## src/rtl/button_reader.sv

```systemverilog
// -----------------------------------------------------------------------------
// button_reader
//   Debounces one raw, active-low push-button and turns it into clean events:
//   a debounced "pressed" level, one-cycle press / release / long-press strobes,
//   and a wrapping press counter wide enough to drive the 5-LED bus directly.
//   Runs on the raw system clock with no divider.
//
// Ports
//   i_clk            system clock
//   i_rst_n          asynchronous active-low reset
//   i_btn            raw button pin, active-low (0 = pushed), asynchronous
//   i_clr            synchronous clear of the press counter, active-high
//   o_pressed        debounced level, 1 while the button is accepted as down
//   o_press_pulse    one-cycle strobe on an accepted press
//   o_release_pulse  one-cycle strobe on an accepted release
//   o_long_pulse     one-cycle strobe when a press is held long enough
//   o_press_count    accepted presses, modulo 2**COUNT_W
//   o_state          current FSM state (debug visibility)
//
// Handshake: none. All outputs are plain registered levels/strobes, valid every
// cycle; there is no valid/ready pairing on this block.
// -----------------------------------------------------------------------------
module button_reader #(
  parameter int DEBOUNCE_CYCLES   = 16,
  parameter int LONG_PRESS_CYCLES = 64,
  parameter int COUNT_W           = 5
) (
  input  logic               i_clk,
  input  logic               i_rst_n,
  input  logic               i_btn,
  input  logic               i_clr,
  output logic               o_pressed,
  output logic               o_press_pulse,
  output logic               o_release_pulse,
  output logic               o_long_pulse,
  output logic [COUNT_W-1:0] o_press_count,
  output logic [1:0]         o_state
);

  localparam int DEB_W  = $clog2(DEBOUNCE_CYCLES + 1);
  localparam int HOLD_W = $clog2(LONG_PRESS_CYCLES + 1);

  // The debounce counter is compared before its increment, so the accepting
  // edge is the one where the stored value is one short of the target.
  localparam logic [DEB_W-1:0]  DEB_LAST = DEB_W'(DEBOUNCE_CYCLES - 1);
  localparam logic [HOLD_W-1:0] HOLD_MAX = HOLD_W'(LONG_PRESS_CYCLES);

  typedef enum logic [1:0] {
    S_IDLE         = 2'd0,
    S_PRESS_WAIT   = 2'd1,
    S_HELD         = 2'd2,
    S_RELEASE_WAIT = 2'd3
  } state_t;

  state_t             r_state;
  logic               r_sync1;
  logic               r_sync2;
  logic [DEB_W-1:0]   r_deb_cnt;
  logic [HOLD_W-1:0]  r_hold_cnt;
  logic               r_long_fired;
  logic               r_pressed;
  logic               r_press_pulse;
  logic               r_release_pulse;
  logic               r_long_pulse;
  logic [COUNT_W-1:0] r_press_count;

  logic               w_active;
  logic               w_press_evt;
  logic [HOLD_W-1:0]  w_hold_next;

  // Synchronizer flops reset to 1 so a reset looks like "button released".
  always_ff @(posedge i_clk or negedge i_rst_n) begin
    if (!i_rst_n) begin
      r_sync1 <= 1'b1;
      r_sync2 <= 1'b1;
    end else begin
      r_sync1 <= i_btn;
      r_sync2 <= r_sync1;
    end
  end

  assign w_active    = ~r_sync2;
  assign w_press_evt = (r_state == S_PRESS_WAIT) && w_active && (r_deb_cnt == DEB_LAST);
  // Hold time saturates so a very long press never wraps into a second long event.
  assign w_hold_next = (r_hold_cnt == HOLD_MAX) ? r_hold_cnt : r_hold_cnt + 1'b1;

  always_ff @(posedge i_clk or negedge i_rst_n) begin
    if (!i_rst_n) begin
      r_state         <= S_IDLE;
      r_deb_cnt       <= '0;
      r_hold_cnt      <= '0;
      r_long_fired    <= 1'b0;
      r_pressed       <= 1'b0;
      r_press_pulse   <= 1'b0;
      r_release_pulse <= 1'b0;
      r_long_pulse    <= 1'b0;
      r_press_count   <= '0;
    end else begin
      r_press_pulse   <= 1'b0;
      r_release_pulse <= 1'b0;
      r_long_pulse    <= 1'b0;

      case (r_state)
        S_IDLE: begin
          if (w_active) begin
            r_state   <= S_PRESS_WAIT;
            r_deb_cnt <= DEB_W'(1);
          end
        end

        S_PRESS_WAIT: begin
          if (!w_active) begin
            r_state   <= S_IDLE;
            r_deb_cnt <= '0;
          end else begin
            r_deb_cnt <= r_deb_cnt + 1'b1;
            if (r_deb_cnt == DEB_LAST) begin
              r_state       <= S_HELD;
              r_press_pulse <= 1'b1;
              r_pressed     <= 1'b1;
              r_hold_cnt    <= '0;
              r_long_fired  <= 1'b0;
            end
          end
        end

        S_HELD: begin
          if (w_active) begin
            r_hold_cnt <= w_hold_next;
            if ((w_hold_next == HOLD_MAX) && !r_long_fired) begin
              r_long_pulse <= 1'b1;
              r_long_fired <= 1'b1;
            end
          end else begin
            r_state   <= S_RELEASE_WAIT;
            r_deb_cnt <= DEB_W'(1);
          end
        end

        S_RELEASE_WAIT: begin
          // A bounce back to active resumes the same press: hold time and the
          // long-press flag survive, so no second long event is possible.
          if (w_active) begin
            r_state   <= S_HELD;
            r_deb_cnt <= '0;
          end else begin
            r_deb_cnt <= r_deb_cnt + 1'b1;
            if (r_deb_cnt == DEB_LAST) begin
              r_state         <= S_IDLE;
              r_release_pulse <= 1'b1;
              r_pressed       <= 1'b0;
            end
          end
        end

        default: begin
          r_state <= S_IDLE;
        end
      endcase

      // A press coinciding with clear is kept, so the count restarts at 1.
      if (w_press_evt) begin
        r_press_count <= i_clr ? COUNT_W'(1) : r_press_count + 1'b1;
      end else if (i_clr) begin
        r_press_count <= '0;
      end
    end
  end

  assign o_pressed       = r_pressed;
  assign o_press_pulse   = r_press_pulse;
  assign o_release_pulse = r_release_pulse;
  assign o_long_pulse    = r_long_pulse;
  assign o_press_count   = r_press_count;
  assign o_state         = r_state;

endmodule
```

## config.mk

```make
export PLATFORM = sky130hd
export DESIGN_NAME = button_reader
export DESIGN_NICKNAME = d
export VERILOG_FILES = /design/src/rtl/button_reader.sv
export SDC_FILE = /design/constraint.sdc
export NUM_CORES = 1
export LEC_CHECK = 0
export ABC_AREA = 1
export ABC_CLOCK_PERIOD_IN_PS = 3200
export BUFFER_PORTS_ARGS = -buffer_cell sky130_fd_sc_hd__buf_4
export CAP_MARGIN = 20
export CORE_ASPECT_RATIO = 1.4
export CORE_MARGIN = 5
export CORE_UTILIZATION = 61
export DETAILED_ROUTE_END_ITERATION = 10
export GPL_TIMING_DRIVEN = 0
export PLACE_DENSITY = 0.92
export SLEW_MARGIN = 20
export SYNTH_ARGS = -nofsm -noshare
export SYNTH_HDL_FRONTEND = slang
export SYNTH_SLANG_ARGS = --single-unit
```

## constraint.sdc

```tcl
create_clock -name i_clk -period 3.2 [get_ports i_clk]
set_input_delay 0.16 -clock i_clk [delete_from_list [all_inputs] [get_ports i_clk]]
set_output_delay 0.16 -clock i_clk [all_outputs]
set_load 0.01 [all_outputs]
```

==> summary.md <==
| Metric | Value |
|---|---|
| DR iter-0 viols | `17` |
| H-tree depth | `1` |
| Min Tclk post-route | `roughly 1.6 ns` |
| Initial Util | `0.616` |
| CP Capture Type | `flip-flop` |
| Most common cell after layout, fill and taps aside | `nand2_1` |
| DR DRC count | `0` |
| IO Count | `15` |
| Row cnt | `20` |
| DR WL/cell | `between 10 and 15 µm` |
| Setup Buffers After CTS | `0` |
| Port bufs | `14` |
| Setup violations, final | `0` |
| Yosys warnings | `0` |
| Hold Crit Class | `in -> reg` |
| Synthesis-stage register bit count | `26` |
| CP Class | `reg -> reg` |
| Total wire length | `~2.6 mm` |
| Multiplexer area fraction after synthesis | `0` |
| Max clock buf depth | `2` |
| Leak | `0.784 nW` |
| Peak Freq | `around 610 MHz` |
| Synth unique cells | `25` |
| Die area | `about 3200 µm²` |
| Clk_skew | `roughly 0.0058 ns` |
| Final Hold Fails | `0` |
| Syn Inst Count | `153` |
| RSZ-0062 raised after global routing | `false` |
| Vias per std cell | `between 5 and 6` |
| ANT nets after route | `0` |
| Die Y | `between 60 and 70 µm` |
| NumNets Final | `~180` |
| Sequential area share after synthesis | `0.498` |
| Initial antenna violation count | `0` |
| Worst-Margin Slew | `~0.32 ns` |
| Vias post-DR | `1083` |
| Critical Path Sink | `o_press_count[4]$_DFFE_PN0P_` |
| Latest clock arrival within the worst-skew pair | `0.32 ns` |
| Tot GR Track Use | `0.174` |
| FF-to-FF path depth | `11` |
| Simple-Gate Fraction of Synth Area | `0.267` |
| Setup_tns | `0 ns` |
| Maximum vdd drop | `~0.32 mV` |
| Most frequent cells in the layout | `29 x nand2_1, 24 x dfrtp_1, 23 x inv_1` |
| Clock sinks | `26` |
| Post-CTS sizing | `0` |
| Tcrit/Tclk final | `0.515` |
| Hold depth | `4` |
| RR Endpoint | `o_press_count[4]$_DFFE_PN0P_` |
| Worst path required time | `about 3.4 ns` |
| CTS clock-pin slew for the worst setup and hold paths | `0.13 ns` |
| First-pass GRT wire length | `roughly 4.4 mm` |
| Largest family of logic cells by synthesized area | `simple AND/OR/NAND/NOR gates` |
| Root Driver | `clkbuf_4` |
| Reg2reg setup slack | `between 1.5 and 2 ns` |
| TritonRoute pass-1 iters | `4` |
| Max cap viols | `0` |
| Gr ovfl total | `0` |
| Fin worst setup slack | `about 1.6 ns` |
| Gpl congestion | `around 0.88` |
| Worst slew margin | `0.785` |
| Hold Buf Count CTS | `2` |
| Worst setup startpoint | `r_deb_cnt[1]$_DFFE_PN0P_` |
| Chip width | `between 40 and 50 µm` |
| Arr. time, crit path | `1.88 ns` |
| Synth-to-layout area growth | `14.4%` |
| Maximum number of pins on one net before global-route repair | `27` |
| Fin Hold WS | `roughly 0.096 ns` |
| # diodes | `0` |
| Critical R2R Launch | `r_deb_cnt[1]$_DFFE_PN0P_` |
| Core Box Area | `2130 µm²` |
| Status | `finished clean` |
| Pwr/cell area | `approximately 360 nW/µm²` |
| Synth Area in XOR/XNOR | `0.00668` |
| Final Max Slew Viols | `0` |
| DP Worst Slack | `1.55 ns` |
| CTS tree | `done` |
| Dpl hpwl | `between 1.5 and 2 mm` |
| Post-Syn Nets | `around 160` |
| CP max FO | `10` |
| Mean Syn Cell Area | `8.57 µm²` |
| Compound-cell area share of the yosys netlist | `0.106` |
| Startpoint class of the critical path | `flip-flop` |
| Post-synthesis adder-cell area fraction | `0.0477` |
| Vias in the first global route | `approximately 1100` |
| CTS Buf Count | `3` |
| Layout cells sized above 1 | `0.208` |
| Post-Syn Area | `between 1000 and 1500 µm²` |
-- synth_stat cells (all sizes together) --
master / n / area [µm²]
inv: 26 / 97.6
nor3: 2 / 21.3
nand4: 2 / 12.5
xnor2: 1 / 8.76
o21bai: 1 / 7.51
nand3: 13 / 70.1
dfrtp: 24 / 601
o21ai: 16 / 80.1
a21oi: 5 / 32.5
and3: 1 / 6.26
o22ai: 3 / 18.8
dfstp: 2 / 52.6
nor2: 17 / 81.3
or2: 1 / 8.76
nand2: 34 / 150
ha: 5 / 62.6
-- per-stage QoR --
step / cells / util / power (mW) / instance area, µm²
after global routing: 195 / 0.705 / 0.563 / 1500
after detailed placement: 189 / 0.679 / 0.377 / 1440
after CTS: 195 / 0.705 / 0.542 / 1500
after floorplan: 153 / - / 0.361 / 1310
after global placement: 189 / 0.679 / 0.374 / 1440
final: 195 / 0.705 / 0.535 / 1500
-- report_power, final --
group	internal [mW]	switching, mW
combinational	0.0115	0.0196
clock	0.0697	0.0937
sequential	0.335	0.00538
-- how the worst min path moves through the flow --
| stage | start | endpoint | slack [ns] |
|---|---|---|---|
| 2_1_floorplan | i_rst_n | asynchronous set/reset pin | -0.14 |
| 3_3_place_gp | i_rst_n | r_hold_cnt[2]$_DFFE_PN0P_ | 0.08 |
| 3_5_place_dp | i_rst_n | r_hold_cnt[3]$_DFFE_PN0P_ | 0.09 |
| 4_1_cts | i_clr | o_press_count[2]$_DFFE_PN0P_ | 0.09 |
| 5_1_grt | i_clr | o_press_count[2]$_DFFE_PN0P_ | 0.1 |
| 6_report | i_clr | o_press_count[2]$_DFFE_PN0P_ | 0.1 |
-- registers in the layout (all words and copies together), names as in the netlist, named ones only --
signal / cells
r_deb_cnt: 5
o_long_pulse: 1
r_sync1: 1
o_pressed: 1
o_state: 1
o_press_count: 5
o_press_pulse: 1
o_release_pulse: 1
r_long_fired: 1
r_hold_cnt: 7
r_sync2: 1
-- worst max-delay path, stage by stage (launching register included) --
cell	delay [ns]
dfrtp_1	0.38
ha_1	0.18
nand2_1	0.06
nor2_1	0.09
ha_1	0.20
nand2_4	0.07
inv_2	0.09
nand2_4	0.10
nor3_4	0.15
nand2_2	0.07
o21ai_1	0.12
a21oi_1	0.05
-- metal layers --
metal  share of wire  global-route usage  vias to the layer above
li1                -                   -                      535
met1            0.39               0.197                      513
met2            0.54               0.306                       27
met3           0.040              0.0299                        8
met4           0.023              0.0875                        0
met5               0                   0                        -
-- logic make-up after synthesis --
| family | count (synthesis) |
|---|---|
| simple gates | 70 |
| fa+ha+maj | 5 |
| xor+xnor | 1 |
| flops | 26 |
| buf+inv | 26 |
| compound gates | 25 |
-- area by class of cell --
class / count / area (µm²)
clock buffer: 4 / 36.3
fill: 161 / 627
inverter: 26 / 97.6
multi-input combinational: 101 / 561
sequential: 26 / 653
tap: 22 / 27.5
timing repair buffer: 16 / 125
Note: power is estimated with default switching activity, not from simulation.
